## src/rtl/responder_arbiter.sv

```systemverilog
// Quiz responder front-end: button conditioning, first-press arbitration,
// countdown timer control and winner / foul reporting.
module responder_arbiter #(
    parameter int N_PLAYERS   = 4,
    parameter int DEB_CYCLES  = 1_000_000,
    parameter int BUZZ_CYCLES = 12_500_000
) (
    input  logic                 CLK,
    input  logic                 RST,
    input  logic [N_PLAYERS-1:0] Key_In,
    input  logic                 Host_Start,
    input  logic                 Host_Clear,
    input  logic                 Block_Sel,
    output logic                 Timer_Start,
    output logic                 Timer_RSTn,
    output logic [3:0]           Winner_ID,
    output logic [N_PLAYERS-1:0] Winner_LED,
    output logic                 Foul_LED,
    output logic                 Buzzer_Ring
);

    localparam int NB = N_PLAYERS + 2;
    localparam int DW = $clog2(DEB_CYCLES + 1);
    localparam int BW = $clog2(BUZZ_CYCLES + 1);
    localparam logic [DW-1:0] DEB_LAST  = DW'(DEB_CYCLES - 1);
    localparam logic [BW-1:0] BUZZ_LAST = BW'(BUZZ_CYCLES - 1);
    localparam logic [3:0]    ID_BLANK  = 4'd10;

    typedef enum logic [2:0] {
        S_IDLE,
        S_ARMED,
        S_LOCKED,
        S_FOUL,
        S_TIMEOUT
    } state_t;

    state_t              state;
    logic [NB-1:0]       raw_n;
    logic [NB-1:0]       sync1;
    logic [NB-1:0]       sync2;
    logic [NB-1:0]       deb_lvl;
    logic [NB-1:0]       press;
    logic [DW-1:0]       deb_cnt [NB];
    logic [1:0]          blk_sync;
    logic [BW-1:0]       buzz_cnt;
    logic [N_PLAYERS-1:0] key_ev;
    logic                start_ev;
    logic                clr_ev;
    logic                any_key;
    logic [3:0]          win_id;
    logic [N_PLAYERS-1:0] win_oh;

    assign raw_n    = {Host_Clear, Host_Start, Key_In};
    assign key_ev   = press[N_PLAYERS-1:0];
    assign start_ev = press[N_PLAYERS];
    assign clr_ev   = press[N_PLAYERS+1];
    assign any_key  = |key_ev;

    // Two-stage synchronisers for the buttons (released = high) and time-over flag
    always_ff @(posedge CLK) begin
        if (RST) begin
            sync1    <= '1;
            sync2    <= '1;
            blk_sync <= '0;
        end else begin
            sync1    <= raw_n;
            sync2    <= sync1;
            blk_sync <= {blk_sync[0], Block_Sel};
        end
    end

    // Per-button debouncer; deb_lvl is 1 when pressed, press pulses on accept of a press
    always_ff @(posedge CLK) begin
        if (RST) begin
            deb_lvl <= '0;
            press   <= '0;
            for (int i = 0; i < NB; i++) deb_cnt[i] <= '0;
        end else begin
            for (int i = 0; i < NB; i++) begin
                press[i] <= 1'b0;
                if (~sync2[i] != deb_lvl[i]) begin
                    if (deb_cnt[i] == DEB_LAST) begin
                        deb_lvl[i] <= ~sync2[i];
                        press[i]   <= ~sync2[i];
                        deb_cnt[i] <= '0;
                    end else begin
                        deb_cnt[i] <= deb_cnt[i] + 1'b1;
                    end
                end else begin
                    deb_cnt[i] <= '0;
                end
            end
        end
    end

    // Lowest-index player among simultaneous presses wins
    always_comb begin
        win_id = ID_BLANK;
        win_oh = '0;
        for (int i = N_PLAYERS - 1; i >= 0; i--) begin
            if (key_ev[i]) begin
                win_id    = 4'(i + 1);
                win_oh    = '0;
                win_oh[i] = 1'b1;
            end
        end
    end

    // Arbitration FSM with registered outputs and buzzer pulse timer
    always_ff @(posedge CLK) begin
        if (RST) begin
            state       <= S_IDLE;
            Timer_Start <= 1'b0;
            Timer_RSTn  <= 1'b0;
            Winner_ID   <= ID_BLANK;
            Winner_LED  <= '0;
            Foul_LED    <= 1'b0;
            Buzzer_Ring <= 1'b0;
            buzz_cnt    <= '0;
        end else begin
            if (buzz_cnt != '0) buzz_cnt <= buzz_cnt - 1'b1;
            else                Buzzer_Ring <= 1'b0;

            if (clr_ev) begin
                state       <= S_IDLE;
                Timer_Start <= 1'b0;
                Timer_RSTn  <= 1'b0;
                Winner_ID   <= ID_BLANK;
                Winner_LED  <= '0;
                Foul_LED    <= 1'b0;
                Buzzer_Ring <= 1'b0;
                buzz_cnt    <= '0;
            end else begin
                unique case (state)
                    S_IDLE: begin
                        if (any_key) begin
                            state       <= S_FOUL;
                            Timer_Start <= 1'b0;
                            Timer_RSTn  <= 1'b0;
                            Winner_ID   <= win_id;
                            Winner_LED  <= win_oh;
                            Foul_LED    <= 1'b1;
                            Buzzer_Ring <= 1'b1;
                            buzz_cnt    <= BUZZ_LAST;
                        end else if (start_ev) begin
                            state       <= S_ARMED;
                            Timer_Start <= 1'b1;
                            Timer_RSTn  <= 1'b1;
                        end
                    end
                    S_ARMED: begin
                        if (blk_sync[1]) begin
                            state       <= S_TIMEOUT;
                            Timer_Start <= 1'b0;
                            Timer_RSTn  <= 1'b1;
                        end else if (any_key) begin
                            state       <= S_LOCKED;
                            Timer_Start <= 1'b0;
                            Timer_RSTn  <= 1'b1;
                            Winner_ID   <= win_id;
                            Winner_LED  <= win_oh;
                            Buzzer_Ring <= 1'b1;
                            buzz_cnt    <= BUZZ_LAST;
                        end
                    end
                    default: ;
                endcase
            end
        end
    end

endmodule

```

## config.mk

```make
export PLATFORM = sky130hd
export DESIGN_NAME = responder_arbiter
export DESIGN_NICKNAME = d
export VERILOG_FILES = /design/src/rtl/responder_arbiter.sv
export SDC_FILE = /design/constraint.sdc
export NUM_CORES = 1
export LEC_CHECK = 0
export CAP_MARGIN = 20
export CORE_ASPECT_RATIO = 1.5
export CORE_MARGIN = 3
export CORE_UTILIZATION = 60
export CTS_BUF_LIST = sky130_fd_sc_hd__clkbuf_8
export DETAILED_ROUTE_END_ITERATION = 8
export GPL_ROUTABILITY_DRIVEN = 1
export PLACE_DENSITY = 0.78
export SKIP_CTS_REPAIR_TIMING = 1
export SYNTH_ARGS = -nofsm -noshare
export SYNTH_HDL_FRONTEND = slang
export SYNTH_SLANG_ARGS = --single-unit
```

## constraint.sdc

```tcl
create_clock -name CLK -period 5.51 [get_ports CLK]
set_input_delay 1.102 -clock CLK [delete_from_list [all_inputs] [get_ports CLK]]
set_output_delay 1.102 -clock CLK [all_outputs]
set_load 0.05 [all_outputs]
```

==> flow_summary.json <==
{
  "routed_wirelength_mm": 15.48,
  "overflow": 0,
  "hp-class": "reg -> reg",
  "avgRoutedWirePerCell_microns": 12.71,
  "hpwlAfterDp_mm": 10.90,
  "place.gp.congestion": 0.8087,
  "cts_buffers": 17,
  "top_usage_layer": "met2",
  "initial_core_util": 0.6151,
  "drc_errors": 0,
  "grt_pass1_wl_mm": 27.26,
  "ioPinCount": 21,
  "peakVddDrop_mv": 0.2203,
  "grt_use_met1": 0.2377,
  "fin_crit_ns": 2.888,
  "dieArea_sq_um": 16490,
  "port_buffers": 20,
  "worstPathCellList": "clkdlybuf4s50_1 > or3_1 > nor2_1",
  "relSlewSlack": 0.2956,
  "finalNetCount": 1026,
  "core_sq_um": 14590,
  "r2r-end": "deb_cnt[3][18]",
  "worstSetupStartpoint": "RST",
  "timing.rr.start": "deb_cnt[3][0]",
  "fin_crit_sh": 0.5241,
  "synth_cells": 878,
  "grt_pass1_vias": 6345,
  "syn_area_per_cell_sq_um": 10.22,
  "cp-endpoint": "deb_cnt[3][18]",
  "hold_viol": 0,
  "cts_tree": "built",
  "syn2layout_area_growth_pct": 14.11,
  "yosys_register_bits": 184,
  "numClockSinks": 184,
  "h-tree-depth": 4,
  "clkTransAtPathRegs_ns": 0.08,
  "cp.required_ns": 5.70,
  "cts_buffer_depth": 2,
  "skew_ns": 0.01327,
  "maxSlewViolCount": 0,
  "hold_depth": 1,
  "finalSetupTns_ns": 0,
  "ys_warn_count": 0,
  "crit_type": "in -> reg",
  "critPathCaptureType": "flip-flop",
  "setup_viol": 0,
  "tightest_slew_ns": 1.053,
  "final_cell_mix": "167 x nor2_1, 120 x edfxtp_1, 120 x conb_1",
  "grt_max_degree": 35,
  "critPathSlowestCell": "clkdlybuf4s50_1",
  "cpPeakStageDelay_ns": 1.16,
  "rsz0062_at_grt": "false",
  "drtIter0Drc": 269,
  "cp_max_fo": 34,
  "ys.flop_type": "edfxtp_1",
  "place_inst": 1185,
  "fp.dieW_microns": 105.9,
  "use_met2": 0.3631,
  "arrival_ns": 3.08,
  "yosysUniqueCellTypes": 49,
  "r2r_slack_ns": 2.85,
  "p_leak_uw": 0.003647,
  "die_h_microns": 155.8,
  "drv_cap": 0,
  "antenna_found_initial": 0,
  "rr_worst_depth": 6,
  "netlist_area_sq_um": 8976,
  "drt_pass1_iterations": 5,
  "fmax_mhz": 346.3,
  "grt_usage": 0.2025,
  "synth_edf_count": 120,
  "via_count": 6371,
  "met3_usage": 0.04389,
  "worstSkewPairLatency_ns": 0.47,
  "power.density_nw_per_um2": 348.7,
  "num-fill-cells": 1203,
  "async_flop_share": 0,
  "layout-drive-gt1-share": 0.05773,
  "cts_root_buf": "clkbuf_8",
  "rows": 54,
  "antenna_left": 0,
  "instances_no_fill": 1218,
  "layout_commonest_cell": "nor2_1",
  "status": "finished, final reports clean",
  "n_antenna_cell": 0,
  "cp-start-kind": "input port",
  "ys_seq_area_frac": 0.5442,
  "routed_via_density": 5.231
}
stage by stage:
step | setup slack, ns | cell area (sq um) | total power [uW] | util | hold WS (ns)
after floorplan | 3.227 | 9423 | 2397 | - | 0.3895
after global placement | 2.154 | 9743 | 2492 | 0.6676 | 0.3940
after detailed placement | 2.107 | 9743 | 2513 | 0.6676 | 0.3953
after CTS | 2.601 | 10230 | 3598 | 0.7008 | 0.4157
after global routing | 2.462 | 10240 | 3766 | 0.7018 | 0.4283
final | 2.622 | 10240 | 3572 | 0.7018 | 0.4136
metal layers:
metal | vias up | part of all wire
li1 | 3275 | -
met4 | 0 | 0.014
met1 | 2991 | 0.44
met2 | 89 | 0.52
met3 | 16 | 0.028
met5 | - | 0
worst min path at each step:
stage / end / start / slack (ns)
6_report: sync2[3] / sync1[3] / 0.41
5_1_grt: sync2[3] / sync1[3] / 0.43
4_1_cts: sync2[3] / sync1[3] / 0.42
3_5_place_dp: sync2[0] / sync1[0] / 0.40
3_3_place_gp: sync2[1] / sync1[1] / 0.39
2_1_floorplan: sync2[0] / sync1[0] / 0.39
layout make-up:
| class | count | area, sq um | area share |
|---|---|---|---|
| Sequential cell | 184 | 4885 | 0.4769 |
| Multi-Input combinational cell | 772 | 4364 | 0.4261 |
| Clock buffer | 19 | 261.5 | 0.02553 |
| Tap cell | 196 | 245.2 | 0.02394 |
| Clock inverter | 13 | 222.7 | 0.02174 |
| Timing Repair Buffer | 21 | 215.2 | 0.02101 |
| Inverter | 13 | 48.80 | 0.004764 |
worst max-delay path: cells and delay by family:
family        cells  cell delay (ns)
buf+inv           1             1.16
simple gates      2             0.80
report_power, final:
group          switching (uW)  internal, uW  leakage [uW]
clock network             462           607      0.000247
registers                 130          1590       0.00176
logic                     469           312       0.00164
total                    1060          2510       0.00365
cells in the mapped netlist, types with 6 or more instances:
cell type	number	area [sq um]
a21oi_1	25	125.1
a31oi_1	7	43.79
and3_1	21	131.4
and4_1	14	122.6
clkbuf_1	23	86.33
dfxtp_1	64	1281
edfxtp_1	120	3603
ha_1	8	100.1
inv_1	13	48.80
nand2_1	50	187.7
nand3_1	58	290.3
nand4_1	30	187.7
nor2_1	167	626.9
nor3_1	23	115.1
nor4_1	21	131.4
nor4b_1	6	52.55
o21ai_0	8	40.04
o21ai_1	8	40.04
or2_2	17	106.4
or3_1	12	75.07
or4_1	8	60.06
xnor2_1	32	280.3
xor2_1	97	849.6
registers in the layout, indices dropped and copies added, names as in the netlist:
register,flops
Buzzer_Ring,1
Foul_LED,1
Timer_RSTn,1
Timer_Start,1
Winner_ID,4
Winner_LED,3
blk_sync,2
buzz_cnt,24
deb_cnt,120
deb_lvl,6
press,6
state,3
sync1,6
sync2,6
cells by family (layout without fill, tap and decap cells):
logic type,after synthesis,count (layout),share of synthesized area
mux,3,3,0.003485
fa+ha+maj,8,8,0.01115
buf+inv,41,66,0.01937
xor+xnor,129,129,0.1259
compound gates,61,61,0.03987
flops,184,184,0.5442
other cells,1,120,0.0004178
simple gates,451,451,0.2556
Note: power is estimated with default switching activity, not from simulation.
